**src/rtl/bullet_pool_ctrl_if.sv**
```systemverilog
// Bullet pool bus: frame/fire/collision inputs and the merged bullet layer.
//   master : input/collision/compositor side (drives fsync, fire, player_x,
//            hit, hpos, vpos; observes the bullet layer and spawn status)
//   slave  : bullet_pool_ctrl side
interface bullet_pool_ctrl_if #(
  parameter int unsigned NUM_SLOTS = 4
);
  localparam int unsigned SW = (NUM_SLOTS > 1) ? $clog2(NUM_SLOTS) : 1;

  logic                  fsync;
  logic                  fire;
  logic signed [11:0]    player_x;
  logic [NUM_SLOTS-1:0]  hit;
  logic signed [11:0]    hpos;
  logic signed [11:0]    vpos;
  logic [NUM_SLOTS-1:0]  slot_active;
  logic                  active;
  logic [SW-1:0]         active_slot;
  logic [0:2][7:0]       pixel;        // pixel[2]=R, pixel[1]=G, pixel[0]=B
  logic                  fire_accepted;
  logic [15:0]           shots_fired;

  modport master (
    output fsync, fire, player_x, hit, hpos, vpos,
    input  slot_active, active, active_slot, pixel, fire_accepted, shots_fired
  );

  modport slave (
    input  fsync, fire, player_x, hit, hpos, vpos,
    output slot_active, active, active_slot, pixel, fire_accepted, shots_fired
  );
endinterface

```
**src/rtl/bullet_pool_ctrl.sv**
```systemverilog
// bullet_pool_ctrl: multi-slot player bullet pool.
// Turns fire presses into rate-limited spawns in the lowest free slot,
// moves every flying bullet up once per frame, frees slots on hit or when
// they leave the top, and draws the merged bullet layer.
// Ports:
//   pixel_clk  sole clock
//   rst        synchronous active-high reset
//   bus        bullet_pool_ctrl_if.slave (fsync, fire, player_x, hit,
//              hpos, vpos in; slot_active, active, active_slot, pixel,
//              fire_accepted, shots_fired out)
module bullet_pool_ctrl #(
  parameter int unsigned NUM_SLOTS       = 4,
  parameter int unsigned COOLDOWN_FRAMES = 8,
  parameter int          SPEED           = 4,
  parameter int          BW              = 4,
  parameter int          BH              = 8,
  parameter int          SPAWN_Y         = 456,
  parameter logic [23:0] COLOR           = 24'hFFFF00
) (
  input logic              pixel_clk,
  input logic              rst,
  bullet_pool_ctrl_if.slave bus
);

  localparam int unsigned SW = (NUM_SLOTS > 1) ? $clog2(NUM_SLOTS) : 1;

  localparam logic signed [11:0] SPEED_S   = 12'(SPEED);
  localparam logic signed [11:0] HALF_W    = 12'(BW >> 1);
  localparam logic signed [11:0] BH_S      = 12'(BH);
  localparam logic signed [11:0] SPAWN_Y_S = 12'(SPAWN_Y);
  localparam logic [3:0]         CD_LOAD   = 4'(COOLDOWN_FRAMES);

  typedef enum logic {
    REQ_IDLE,
    REQ_PENDING
  } req_state_t;

  // Fire front end
  logic [2:0] sync_q;
  logic       hist_q;
  logic       fire_rise;
  req_state_t req_q, req_d;

  // Slot pool
  logic [NUM_SLOTS-1:0] act_q, act_d;
  logic signed [11:0]   x_q [NUM_SLOTS];
  logic signed [11:0]   x_d [NUM_SLOTS];
  logic signed [11:0]   y_q [NUM_SLOTS];
  logic signed [11:0]   y_d [NUM_SLOTS];
  logic [3:0]           cd_q, cd_d;
  logic [15:0]          shots_q, shots_d;
  logic                 acc_q, acc_d;

  logic                 free_found;
  int unsigned          spawn_idx;
  logic                 spawn_ok;
  logic [NUM_SLOTS-1:0] covered;

  assign fire_rise = sync_q[2] & ~hist_q;

  // Request FSM: fsync drops any request, a simultaneous new edge re-arms it
  always_comb begin
    req_d = req_q;
    if (bus.fsync) req_d = REQ_IDLE;
    if (fire_rise) req_d = REQ_PENDING;
  end

  // Lowest free slot, judged on pre-edge occupancy only
  always_comb begin
    free_found = 1'b0;
    spawn_idx  = 0;
    for (int unsigned i = 0; i < NUM_SLOTS; i++) begin
      if (!act_q[i] && !free_found) begin
        free_found = 1'b1;
        spawn_idx  = i;
      end
    end
  end

  assign spawn_ok = bus.fsync && (req_q == REQ_PENDING) && (cd_q == '0) && free_found;

  always_comb begin
    act_d   = act_q;
    x_d     = x_q;
    y_d     = y_q;
    cd_d    = cd_q;
    shots_d = shots_q;
    acc_d   = 1'b0;
    if (bus.fsync) begin
      if (cd_q != '0) cd_d = cd_q - 4'd1;
      for (int unsigned i = 0; i < NUM_SLOTS; i++) begin
        if (act_q[i]) begin
          if (bus.hit[i])            act_d[i] = 1'b0;
          else if (y_q[i] > SPEED_S) y_d[i]   = y_q[i] - SPEED_S;
          else                       act_d[i] = 1'b0;
        end
        // The spawn target was free pre-edge, so it is never moved or hit here
        if (spawn_ok && (i == spawn_idx)) begin
          act_d[i] = 1'b1;
          x_d[i]   = bus.player_x;
          y_d[i]   = SPAWN_Y_S;
        end
      end
      if (spawn_ok) begin
        cd_d    = CD_LOAD;
        shots_d = shots_q + 16'd1;
        acc_d   = 1'b1;
      end
    end else begin
      act_d = act_q & ~bus.hit;
    end
  end

  always_ff @(posedge pixel_clk) begin
    if (rst) begin
      sync_q  <= '0;
      hist_q  <= 1'b0;
      req_q   <= REQ_IDLE;
      act_q   <= '0;
      cd_q    <= '0;
      shots_q <= '0;
      acc_q   <= 1'b0;
      for (int unsigned i = 0; i < NUM_SLOTS; i++) begin
        x_q[i] <= '0;
        y_q[i] <= '0;
      end
    end else begin
      sync_q  <= {sync_q[1:0], bus.fire};
      hist_q  <= sync_q[2];
      req_q   <= req_d;
      act_q   <= act_d;
      cd_q    <= cd_d;
      shots_q <= shots_d;
      acc_q   <= acc_d;
      for (int unsigned i = 0; i < NUM_SLOTS; i++) begin
        x_q[i] <= x_d[i];
        y_q[i] <= y_d[i];
      end
    end
  end

  assign bus.slot_active   = act_q;
  assign bus.shots_fired   = shots_q;
  assign bus.fire_accepted = acc_q;

  // Draw: inclusive signed box test per slot, lowest covering slot wins
  always_comb begin
    covered         = '0;
    bus.active      = 1'b0;
    bus.active_slot = '0;
    bus.pixel       = '0;
    for (int unsigned i = 0; i < NUM_SLOTS; i++) begin
      covered[i] = act_q[i]
                && (bus.hpos >= x_q[i] - HALF_W) && (bus.hpos <= x_q[i] + HALF_W)
                && (bus.vpos >= y_q[i])          && (bus.vpos <= y_q[i] + BH_S);
    end
    for (int unsigned i = NUM_SLOTS; i > 0; i--) begin
      if (covered[i-1]) bus.active_slot = SW'(i - 1);
    end
    bus.active = |covered;
    if (bus.active) begin
      bus.pixel[2] = COLOR[23:16];
      bus.pixel[1] = COLOR[15:8];
      bus.pixel[0] = COLOR[7:0];
    end
  end

endmodule

```
**src/flat_wrapper.sv**
```systemverilog
// flat-port wrapper written by rule: the top's interface ports become plain ports
module bullet_pool_ctrl_flat 
#(
  parameter int unsigned NUM_SLOTS       = 4,
  parameter int unsigned COOLDOWN_FRAMES = 8,
  parameter int          SPEED           = 4,
  parameter int          BW              = 4,
  parameter int          BH              = 8,
  parameter int          SPAWN_Y         = 456,
  parameter logic [23:0] COLOR           = 24'hFFFF00
)
  (pixel_clk, rst, bus_fsync, bus_fire, bus_player_x, bus_hit, bus_hpos, bus_vpos, bus_slot_active, bus_active, bus_active_slot, bus_pixel, bus_fire_accepted, bus_shots_fired);
  bullet_pool_ctrl_if #(.NUM_SLOTS(NUM_SLOTS)) bus_i ();
  input logic pixel_clk;
  input logic rst;
  input wire logic [$bits(bus_i.fsync)-1:0] bus_fsync;
  input wire logic [$bits(bus_i.fire)-1:0] bus_fire;
  input wire logic [$bits(bus_i.player_x)-1:0] bus_player_x;
  input wire logic [$bits(bus_i.hit)-1:0] bus_hit;
  input wire logic [$bits(bus_i.hpos)-1:0] bus_hpos;
  input wire logic [$bits(bus_i.vpos)-1:0] bus_vpos;
  output wire logic [$bits(bus_i.slot_active)-1:0] bus_slot_active;
  output wire logic [$bits(bus_i.active)-1:0] bus_active;
  output wire logic [$bits(bus_i.active_slot)-1:0] bus_active_slot;
  output wire logic [$bits(bus_i.pixel)-1:0] bus_pixel;
  output wire logic [$bits(bus_i.fire_accepted)-1:0] bus_fire_accepted;
  output wire logic [$bits(bus_i.shots_fired)-1:0] bus_shots_fired;
  assign bus_i.fsync = bus_fsync;
  assign bus_i.fire = bus_fire;
  assign bus_i.player_x = bus_player_x;
  assign bus_i.hit = bus_hit;
  assign bus_i.hpos = bus_hpos;
  assign bus_i.vpos = bus_vpos;
  assign bus_slot_active = bus_i.slot_active;
  assign bus_active = bus_i.active;
  assign bus_active_slot = bus_i.active_slot;
  assign bus_pixel = bus_i.pixel;
  assign bus_fire_accepted = bus_i.fire_accepted;
  assign bus_shots_fired = bus_i.shots_fired;
  bullet_pool_ctrl #(.NUM_SLOTS(NUM_SLOTS), .COOLDOWN_FRAMES(COOLDOWN_FRAMES), .SPEED(SPEED), .BW(BW), .BH(BH), .SPAWN_Y(SPAWN_Y), .COLOR(COLOR)) u_core (.pixel_clk(pixel_clk), .rst(rst), .bus(bus_i));
endmodule
```
**config.mk**
```make
export PLATFORM = sky130hd
export DESIGN_NAME = bullet_pool_ctrl_flat
export DESIGN_NICKNAME = d
export VERILOG_FILES = /design/src/rtl/bullet_pool_ctrl_if.sv /design/src/rtl/bullet_pool_ctrl.sv /design/src/flat_wrapper.sv
export SDC_FILE = /design/constraint.sdc
export NUM_CORES = 1
export LEC_CHECK = 0
export CORE_MARGIN = 2
export CORE_UTILIZATION = 45
export CTS_CLUSTER_DIAMETER = 100
export DETAILED_ROUTE_END_ITERATION = 6
export GPL_TIMING_DRIVEN = 1
export PLACE_DENSITY = 0.66
export SYNTH_ARGS = -nofsm -noshare
export SYNTH_HDL_FRONTEND = slang
export SYNTH_SLANG_ARGS = --single-unit
```
**constraint.sdc**
```tcl
create_clock -name pixel_clk -period 4.3 [get_ports pixel_clk]
set_clock_uncertainty 0.1 [all_clocks]
set_input_delay 0.43 -clock pixel_clk [delete_from_list [all_inputs] [get_ports pixel_clk]]
set_output_delay 0.43 -clock pixel_clk [all_outputs]
set_load 0.01 [all_outputs]
```
== Word level (Yosys, flattened, before mapping) ==
Cells that the tools add are included.
Word-level totals
  flip-flop bits (word level): 126
  output and inout bits: 48
  logic and storage cells: 171
Operators by class
  add/subtract/negate cells: 18
  magnitude comparators: 20
  eq/ne operators: 7
  muxes and demuxes: 50
  bitwise operators: 5
  reduce and logical (&&, ||, !) cells: 56
Operators with widths (number)
  $mux W12: 16
  $ge A12 B12 Y1: 8
  $le A12 B12 Y1: 8
  $add A12 B3 Y12 const B: 4
  $add A12 B5 Y12 const B: 4
  $gt A12 B4 Y1 const B: 4
  $sub A12 B3 Y12 const B: 4
  $sub A12 B4 Y12 const B: 4
  $logic_not A32 Y1: 1
  $logic_and A1 B1 Y1: 26
  $mux W1: 24
  $reduce_bool A2 Y1: 10
  $add A16 B1 Y16 const B: 1
  $mux W16: 1
  $reduce_and A4 Y1: 4
  $mux W2: 6
  $mux W4: 3
  $reduce_and A2 Y1: 6
  $ne A2 B1 Y1 const B: 4
  $logic_not A1 Y1: 5
  $and A4 B4 Y4: 1
  $eq A2 B2 Y1 const A: 2
  $logic_not A4 Y1: 1
  $not A4 Y4: 1
  7 further kinds: 8

== Depth between registers and ports, before layout ==
Gate-level depths: netlist of the first run.
  depth in word-level cells: 13
  depth in mapped cells: 14

== Worst setup path before layout of the first run ==
OpenSTA, ideal clock, no wires.
  kind: register to output
  start point: register u_core.x_q[27] (netlist bit)
  end point: output port bus_pixel[0]
  data arrival time: 3273 ps
  required time: 3770 ps
  path slack: 497 ps
  stages on the path, launching flop included: 15
  path through: dfxtp_1 -> clkbuf_1 -> and3_1 -> and3_1 -> nand3_1 -> xor2_1 -> ha_1 -> and4_1 -> nand2_1 -> nor2_1 -> a2111oi_0 -> mux2i_1 -> o21ai_1 -> nand3b_1 -> buf_4
On the way
  cells in the longest elaborated chain, start to end: 8
  elaborated cells on any way between the ends: 10
  those cells by class: add/sub: 2; order compare: 2; mux: 1; reduce/logical: 5
RTL lines
  start, declared: line bullet_pool_ctrl.sv:46  | logic signed [11:0] x_q [NUM_SLOTS];
  start signal, assigned by index: line bullet_pool_ctrl.sv:136  | x_q[i] <= x_d[i];
  $sub A12 B3 Y12: line bullet_pool_ctrl.sv:154  | && (bus.hpos >= x_q[i] - HALF_W) && (bus.hpos <= x_q[i] + HALF_W)
  $ge A12 B12 Y1: line bullet_pool_ctrl.sv:154
  $logic_and A1 B1 Y1: line bullet_pool_ctrl.sv:154
  $logic_and A1 B1 Y1 (*): line bullet_pool_ctrl.sv:154
  $logic_and A1 B1 Y1 (*) (2 in series): line bullet_pool_ctrl.sv:155  | && (bus.vpos >= y_q[i]) && (bus.vpos <= y_q[i] + BH_S);
  $reduce_or A4 Y1 (*): line bullet_pool_ctrl.sv:160  | bus.active = |covered;
  net bus_active: line flat_wrapper.sv:23  | output wire logic [$bits(bus_i.active)-1:0] bus_active;
  $mux W16 (*): line bullet_pool_ctrl.sv:161  | if (bus.active) begin
  end, declared: line flat_wrapper.sv:25  | output wire logic [$bits(bus_i.pixel)-1:0] bus_pixel;
Mark *: on every way through the listed nets, which the timed path passes. The rest lies on a longest branch.

== Worst setup path in the final report of the first run ==
  start point: register u_core.y_q[27] (netlist bit)
  end point: output port bus_pixel[12]
On the way
  cells in the longest elaborated chain, start to end: 5
  elaborated cells on any way between the ends: 7
  those cells by class: add/sub: 1; order compare: 2; mux: 1; reduce/logical: 3
RTL lines
  start, declared: line bullet_pool_ctrl.sv:48  | logic signed [11:0] y_q [NUM_SLOTS];
  start signal, assigned by index: line bullet_pool_ctrl.sv:137  | y_q[i] <= y_d[i];
  $add A12 B5 Y12 or $ge A12 B12 Y1 (tied branches): line bullet_pool_ctrl.sv:155
  $le A12 B12 Y1 or $logic_and A1 B1 Y1 (tied branches): line bullet_pool_ctrl.sv:155
  $logic_and A1 B1 Y1 (*): line bullet_pool_ctrl.sv:155
  $reduce_or A4 Y1 (*): line bullet_pool_ctrl.sv:160
  $mux W16 (*): line bullet_pool_ctrl.sv:161
Mark *: on every way between the ends. The rest lies on a longest branch, timed or not.

==> results of run 1 <==
## layout make-up
type,count,area (µm²),share of cell area
Sequential cell,118,2370,0.184
Multi-Input combinational cell,1097,7960,0.617
Timing Repair Buffer,149,1300,0.101
Clock inverter,13,124,0.00959
Inverter,83,312,0.0241
Tap cell,319,399,0.0309
Clock buffer,18,439,0.0340
## worst max-delay path, cell delays in order (launching register included)
cell	delay, ps
dfxtp_1	410
inv_1	80
nor4_1	390
nand2_1	150
xnor2_1	210
ha_1	270
and4_1	220
and2_1	160
a31oi_1	150
a31oi_1	160
nor4_4	360
o21ai_2	130
nand3b_1	120
buf_6	160
dlygate4sd2_1	280
## layer usage
metal / vias up / wire length [µm] / global-route usage
met5: - / 0 / 0
met4: 0 / 1000 / 0.0971
met3: 50 / 1010 / 0.0335
met2: 200 / 14900 / 0.420
met1: 4757 / 13600 / 0.295
li1: 5021 / - / -
## repair_timing
action                     CTS  global route
pin swaps                    2             4
setup buffers                0             2
gates resized for setup     41            21
setup endpoints to repair   19            19
cloned                       0             0
## final timing paths
| path | start | end | cells after the start |
|---|---|---|---|
| setup / recovery | u_core.y_q[27] | bus_pixel[12] | 14 |
| hold / removal | u_core.sync_q[0] | u_core.sync_q[1] | 1 |
| setup reg to reg | u_core.cd_q[0] | u_core.y_q[46] | 9 |
| hold reg to reg | u_core.sync_q[0] | u_core.sync_q[1] | 1 |
## registers in the layout (all words and copies together) (netlist names)
register,count
u_core.bus.fire_accepted,1
u_core.bus.shots_fired,16
u_core.bus.slot_active,4
u_core.cd_q,4
u_core.hist_q,1
u_core.req_q,1
u_core.sync_q,3
u_core.x_q,48
u_core.y_q,40
## power by group
group | total, mW | internal [mW] | switching [mW]
Combinational | 0.484 | 0.203 | 0.281
Clock | 1.38 | 0.812 | 0.565
Sequential | 1.12 | 1.11 | 0.0144
Total | 2.98 | 2.12 | 0.860
## through the flow
step	cell area, µm²	hold slack, ps
floorplan	10900	314
global placement	12200	317
detailed placement	12200	328
CTS	12800	335
global route	12900	367
finish	12900	332
## synthesized netlist by cell type (7+ instances only)
| master | number |
|---|---|
| a21o_1 | 24 |
| a21oi_1 | 119 |
| a31oi_1 | 9 |
| and3_1 | 16 |
| buf_2 | 12 |
| buf_4 | 26 |
| clkbuf_1 | 41 |
| dfxtp_1 | 118 |
| ha_1 | 194 |
| inv_1 | 81 |
| nand2_1 | 169 |
| nand2b_1 | 9 |
| nand3_1 | 56 |
| nand4_1 | 35 |
| nor2_1 | 79 |
| nor2b_1 | 15 |
| nor3_1 | 47 |
| nor3_2 | 7 |
| nor4_1 | 22 |
| o211ai_1 | 9 |
| o21a_1 | 9 |
| o21ai_0 | 14 |
| o21ai_1 | 9 |
| or3_1 | 11 |
| xnor2_1 | 92 |
| xor2_1 | 44 |
## cells in the final DEF, fill, tap and decap left out, drive strengths merged, types with 5 or more instances in the layout
cell	instances
nor3	56
nor4	23
clkinv	8
xnor2	92
nand3	57
clkbuf	18
nor2	80
a311oi	7
o211ai	9
conb	8
o21a	9
inv	84
xor2	44
nor2b	15
and3	16
nand3b	6
or3	11
nand2	169
clkdlybuf4s50	63
and4	6
buf	68
o21ai	23
a21oi	119
o21bai	6
a211oi	6
nand4	36
or4	5
a31oi	9
dfxtp	118
dlygate4sd2	16
a21o	24
nand2b	9
ha	194
## cells by family after synthesis
| kind of cell | count (synthesis) |
|---|---|
| flops | 118 |
| xor+xnor | 136 |
| simple gates | 504 |
| mux | 3 |
| compound gates | 252 |
| buf+inv | 166 |
| other cells | 1 |
| fa+ha+maj | 194 |
==> impl_metrics.yaml, run 1 <==
synthesis:
  synth_top_area_frac: 0.223
  yosys-top-cells-area: "ha_1 (22%), dfxtp_1 (22%), xnor2_1 (7.4%), nand2_1 (5.8%), a21oi_1 (5.5%)"
  synth_xor_area_frac: 0.109
  synth_top_family_by_area: "simple AND/OR/NAND/NOR gates"
  synth.mux.area_fraction: 0.00287
  post-synth-top-area-cell: "ha_1"
  synth_area_um2: 10900
  seq_area_frac_synth: 0.217
  yosys.area_share.simple: 0.231
  syn_inst: 1374
  synth_fa_ha_area_frac: 0.223
  synth_compound_area_frac: 0.147
  syn_avg_cell_area_um2: 7.93
  synth_cell_types: 73
  ys.flop_type: "dfxtp_1"
  ys_warn_count: 0
  synth-async-reset-ratio: 0
  ys_ff_latch: 118
  synth-edff-count: 0
setup_path:
  regToRegSetupSlack_ps: 1320
  worstSetupStartpointType: "register"
  critPathKind: "register to output pin"
  critPathMaxFanout: 17
  cp-end-kind: "output pin"
  cp.arrival_ps: 3660
  crit_required_ps: 3770
route:
  wirelength_um: 30500
  viasPerCell: 5.58
  wl_per_cell_um: 16.9
  drt-initial-drc-count: 556
  num_vias: 10028
  drc: 0
  drtPass1Iterations: 5
  ant_nets: 0
floorplan:
  start_util: 0.462
  dieArea_um2: 25500
  rows: 56
  dieWidth_um: 160
  io_pins: 92
  core_um2: 23600
  die_h_um: 160
grt:
  grt_start_max_net_pins: 55
  grt_pass1_vias: 9751
  grt_pass1_wl_um: 49400
  antenna_found_initial: 0
  grt_overflow_total: 0
  grt_util_all_layers: 0.240
layout:
  layout-drive-gt1-share: 0.101
  fin_cells: 1797
  final_core_util: 0.547
  syn2layout_area_growth_pct: 18.4
  fin_nets: 1704
  fillCellCount: 2269
  antenna_cells: 0
timing:
  setup_ws_ps: 111
  setup_tns_ps: 0
  worst_pin_slew_ps: 843
  hold_violations: 0
  fin_crit_ps: 4190
  report.final.slew_viol_count: 0
  setup_viol: 0
  max_clock_freq_ghz: 0.239
  period_share: 0.974
  slew_headroom: 0.438
  rsz0062_at_grt: "yes"
placed_design:
  place_ws_ps: -106
  place_inst: 1764
  io_buffers: 83
  dpl.hpwl_um: 23500
  gp_congestion: 0.901
hold_path:
  hold_path_class: "register to register"
outcome:
  status: "completed"
clock_tree:
  cts_buffers: 17
  htree_levels: 4
  clockBufferDepth: 2
  postCtsHoldBufs: 0
  cts-root-buf: "clkbuf_16"
  clk_latency_ps: 420
  cts_tree: "done"
  cts_sinks: 118
  clk_pin_slew_worst_paths_ps: 60
power_and_ir_drop:
  vdd_ir_drop_max_uv: 212
  p_total_mw: 2.98
  p_leak_nw: 5.25
  power_density_nw_per_um2: 231
job:
  drv_cap: 0
Power figures use the tool's default switching activity.
==> run 2: changes to the inputs <==
Settings changed: CELL_PAD_IN_SITES_DETAIL_PLACEMENT set to 1, CELL_PAD_IN_SITES_GLOBAL_PLACEMENT set to 2, CORE_UTILIZATION 45 to 36, PLACE_DENSITY 0.66 to 0.93.
==> run 2 against run 1 <==
  * Sequential cell count unchanged
  * Power is 2.3% higher
  * Global-route usage shrank 1.5 points
  * Critical path type unchanged
  * Non-clock buffer count up 21
  * Critical endpoint is now bus_active_slot[0]
  * Sequential share of layout area fell by 0.46 points
  * Register-to-register slack got worse by 230 ps
  * Combinational power up 6.0%
  * Count of clock-buffer cells in the layout up 1
  * Critical path depth grew 1
  * Worst hold slack lost 200 ps
  * Clock power grew 3%
  * Utilization down 9.5 points
==> impl_metrics.yaml, run 2 (synthesis results as in run 1) <==
route:
  drc: 0
  drt-initial-drc-count: 494
  wl_per_cell_um: 18.9
  num_vias: 10295
  ant_nets: 0
  wirelength_um: 35700
  viasPerCell: 5.45
  drtPass1Iterations: 6
clock_tree:
  cts_tree: "done"
  cts_sinks: 118
  htree_levels: 4
  cts_buffers: 17
  clockBufferDepth: 2
  clk_pin_slew_worst_paths_ps: 60
  clk_latency_ps: 420
  cts-root-buf: "clkbuf_16"
  postCtsHoldBufs: 0
floorplan:
  core_um2: 29700
  dieWidth_um: 178
  io_pins: 92
  dieArea_um2: 31700
  rows: 63
  die_h_um: 178
  start_util: 0.367
grt:
  grt_pass1_vias: 10690
  grt_start_max_net_pins: 60
  grt_overflow_total: 0
  grt_util_all_layers: 0.225
  grt_pass1_wl_um: 55900
  antenna_found_initial: 0
power_and_ir_drop:
  internal_power_mw: 2.17
  power_frac_seq: 0.367
  switching_power_mw: 0.884
  clkPwrFrac: 0.465
  p_total_mw: 3.05
  combPwrFrac: 0.168
  power_switching_share: 0.290
  power_density_nw_per_um2: 227
  vdd_ir_drop_max_uv: 268
  p_leak_nw: 5.46
layout:
  layout-drive-gt1-share: 0.157
  syn2layout_area_growth_pct: 23.1
  largest_reg_flops: 48
  fin_nets: 1725
  layout_common_cells: "ha_1 (190), nand2_1 (168), a21oi_1 (117)"
  final_common_cell: "ha_1"
  antenna_cells: 0
  max_flop_register: "u_core.x_q"
timing:
  max_clock_freq_ghz: 0.239
  setup_viol: 0
  setup_tns_ps: 0
  period_share: 0.971
  rsz0062_at_grt: "yes"
  fin_crit_ps: 4180
  hold_violations: 0
  slew_headroom: 0.430
  report.final.slew_viol_count: 0
  worst_pin_slew_ps: 854
  holdWs_ps: 134
placed_design:
  dpl.hpwl_um: 27400
  io_buffers: 83
  gp_congestion: 0.893
job:
  drv_cap: 0
outcome:
  status: "completed"
setup_path:
  reg2reg_from: "u_core.cd_q[0]"
  critPathSlowestCell: "or3_1"
  critPathMaxFanout: 4
  critPathKind: "register to output pin"
  cp.arrival_ps: 3650
  worstSetupStartpointType: "register"
  cp_slowest_stage_delay_ps: 400
  ff2ff_path_depth: 9
  path_cells: "ha_4, nand3_2, nor3_4, nand3_1, xnor2_1, ha_1, inv_1, a2111o_1, a221oi_2, a221oi_1, buf_4, nand4bb_4, or3_1, a21boi_2, buf_2"
  crit_required_ps: 3770
  regToRegSetupSlack_ps: 1090
  r2r_end: "u_core.y_q[33]"
  cp-end-kind: "output pin"
hold_path:
  hold_depth: 2
  min_from: "rst"
  min_delay_worst_endpoint: "u_core.bus.shots_fired[12]"
  hold_path_class: "input pin to register"
==> run 2: cell types whose count changed in the layout (fill, tap and decap cells not counted), sizes merged <==
cell | before | now
inv | 84 | 83
bufinv | 1 | 2
buf | 68 | 106
dlygate4sd2 | 16 | 0
clkdlybuf4s15 | 2 | 0
clkinvlp | 3 | 2
clkbuf | 18 | 20
==> run 2: area by class of cell <==
type                            count  area [µm²]
Sequential cell                   118        2400
Multi-Input combinational cell   1097        8200
Timing Repair Buffer              170        1460
Clock buffer                       19         433
Fill cell                        3585       16300
Tap cell                          390         488
Inverter                           83         312
Clock inverter                     12         130
==> run 2: power by group through the flow <==
stage / logic [mW] / registers [mW] / clock network, mW
after floorplan: 0.300 / 1.14 / 0
after global placement: 0.468 / 1.15 / 0
after detailed placement: 0.492 / 1.15 / 0
after CTS: 0.503 / 1.12 / 1.44
after global routing: 0.568 / 1.12 / 1.48
final: 0.513 / 1.12 / 1.42
==> run 2: worst max-delay path, delay by kind of cell (launching register included) <==
family / cells / cell delay, ps
flip-flops: 1 / 370
buffers and inverters: 3 / 400
AO/OA/AOI/OAI: 4 / 800
adder cells (fa/ha/maj): 2 / 480
XOR/XNOR: 1 / 150
AND/OR/NAND/NOR: 5 / 1010
==> run 2: repair_timing <==
action / 4_1_cts / 5_1_grt
cloned: 2 / 0
resized for setup: 89 / 104
endpoints found under the setup margin: 19 / 19
pin swaps: 12 / 29
setup buffers: 3 / 7
==> run 2: how the worst max path moves through the flow <==
stage                               from            endpoint  slack [ps]  depth (start not counted)
after global placement       bus_hpos[8]  bus_active_slot[0]        -250                         11
after CTS                  u_core.y_q[3]  bus_active_slot[1]          20                         17
after detailed placement     bus_hpos[8]  bus_active_slot[0]        -240                         11
final                      u_core.y_q[4]  bus_active_slot[0]         120                         15
after floorplan           u_core.x_q[27]        bus_pixel[0]         500                         14
after global routing      u_core.y_q[18]       bus_pixel[14]         -60                         16
==> run 2: per-layer routing <==
layer / track usage / share of wire / up-vias
met2: 0.393 / 0.49 / 171
met3: 0.0249 / 0.031 / 67
li1: - / - / 5054
met1: 0.285 / 0.45 / 5003
met4: 0.0792 / 0.028 / 0
met5: 0 / 0 / -
==> run 2: through the flow <==
| stage | std cells | cell area [µm²] | setup WS, ps | utilization |
|---|---|---|---|---|
| 6_report | 1889 | 13400 | 124 | 0.452 |
| 3_3_place_gp | 1846 | 12400 | -252 | 0.416 |
| 2_1_floorplan | 1381 | 10900 | 497 | - |
| 4_1_cts | 1882 | 13200 | 19.6 | 0.443 |
| 3_5_place_dp | 1846 | 12400 | -240 | 0.416 |
| 5_1_grt | 1889 | 13400 | -59.9 | 0.452 |
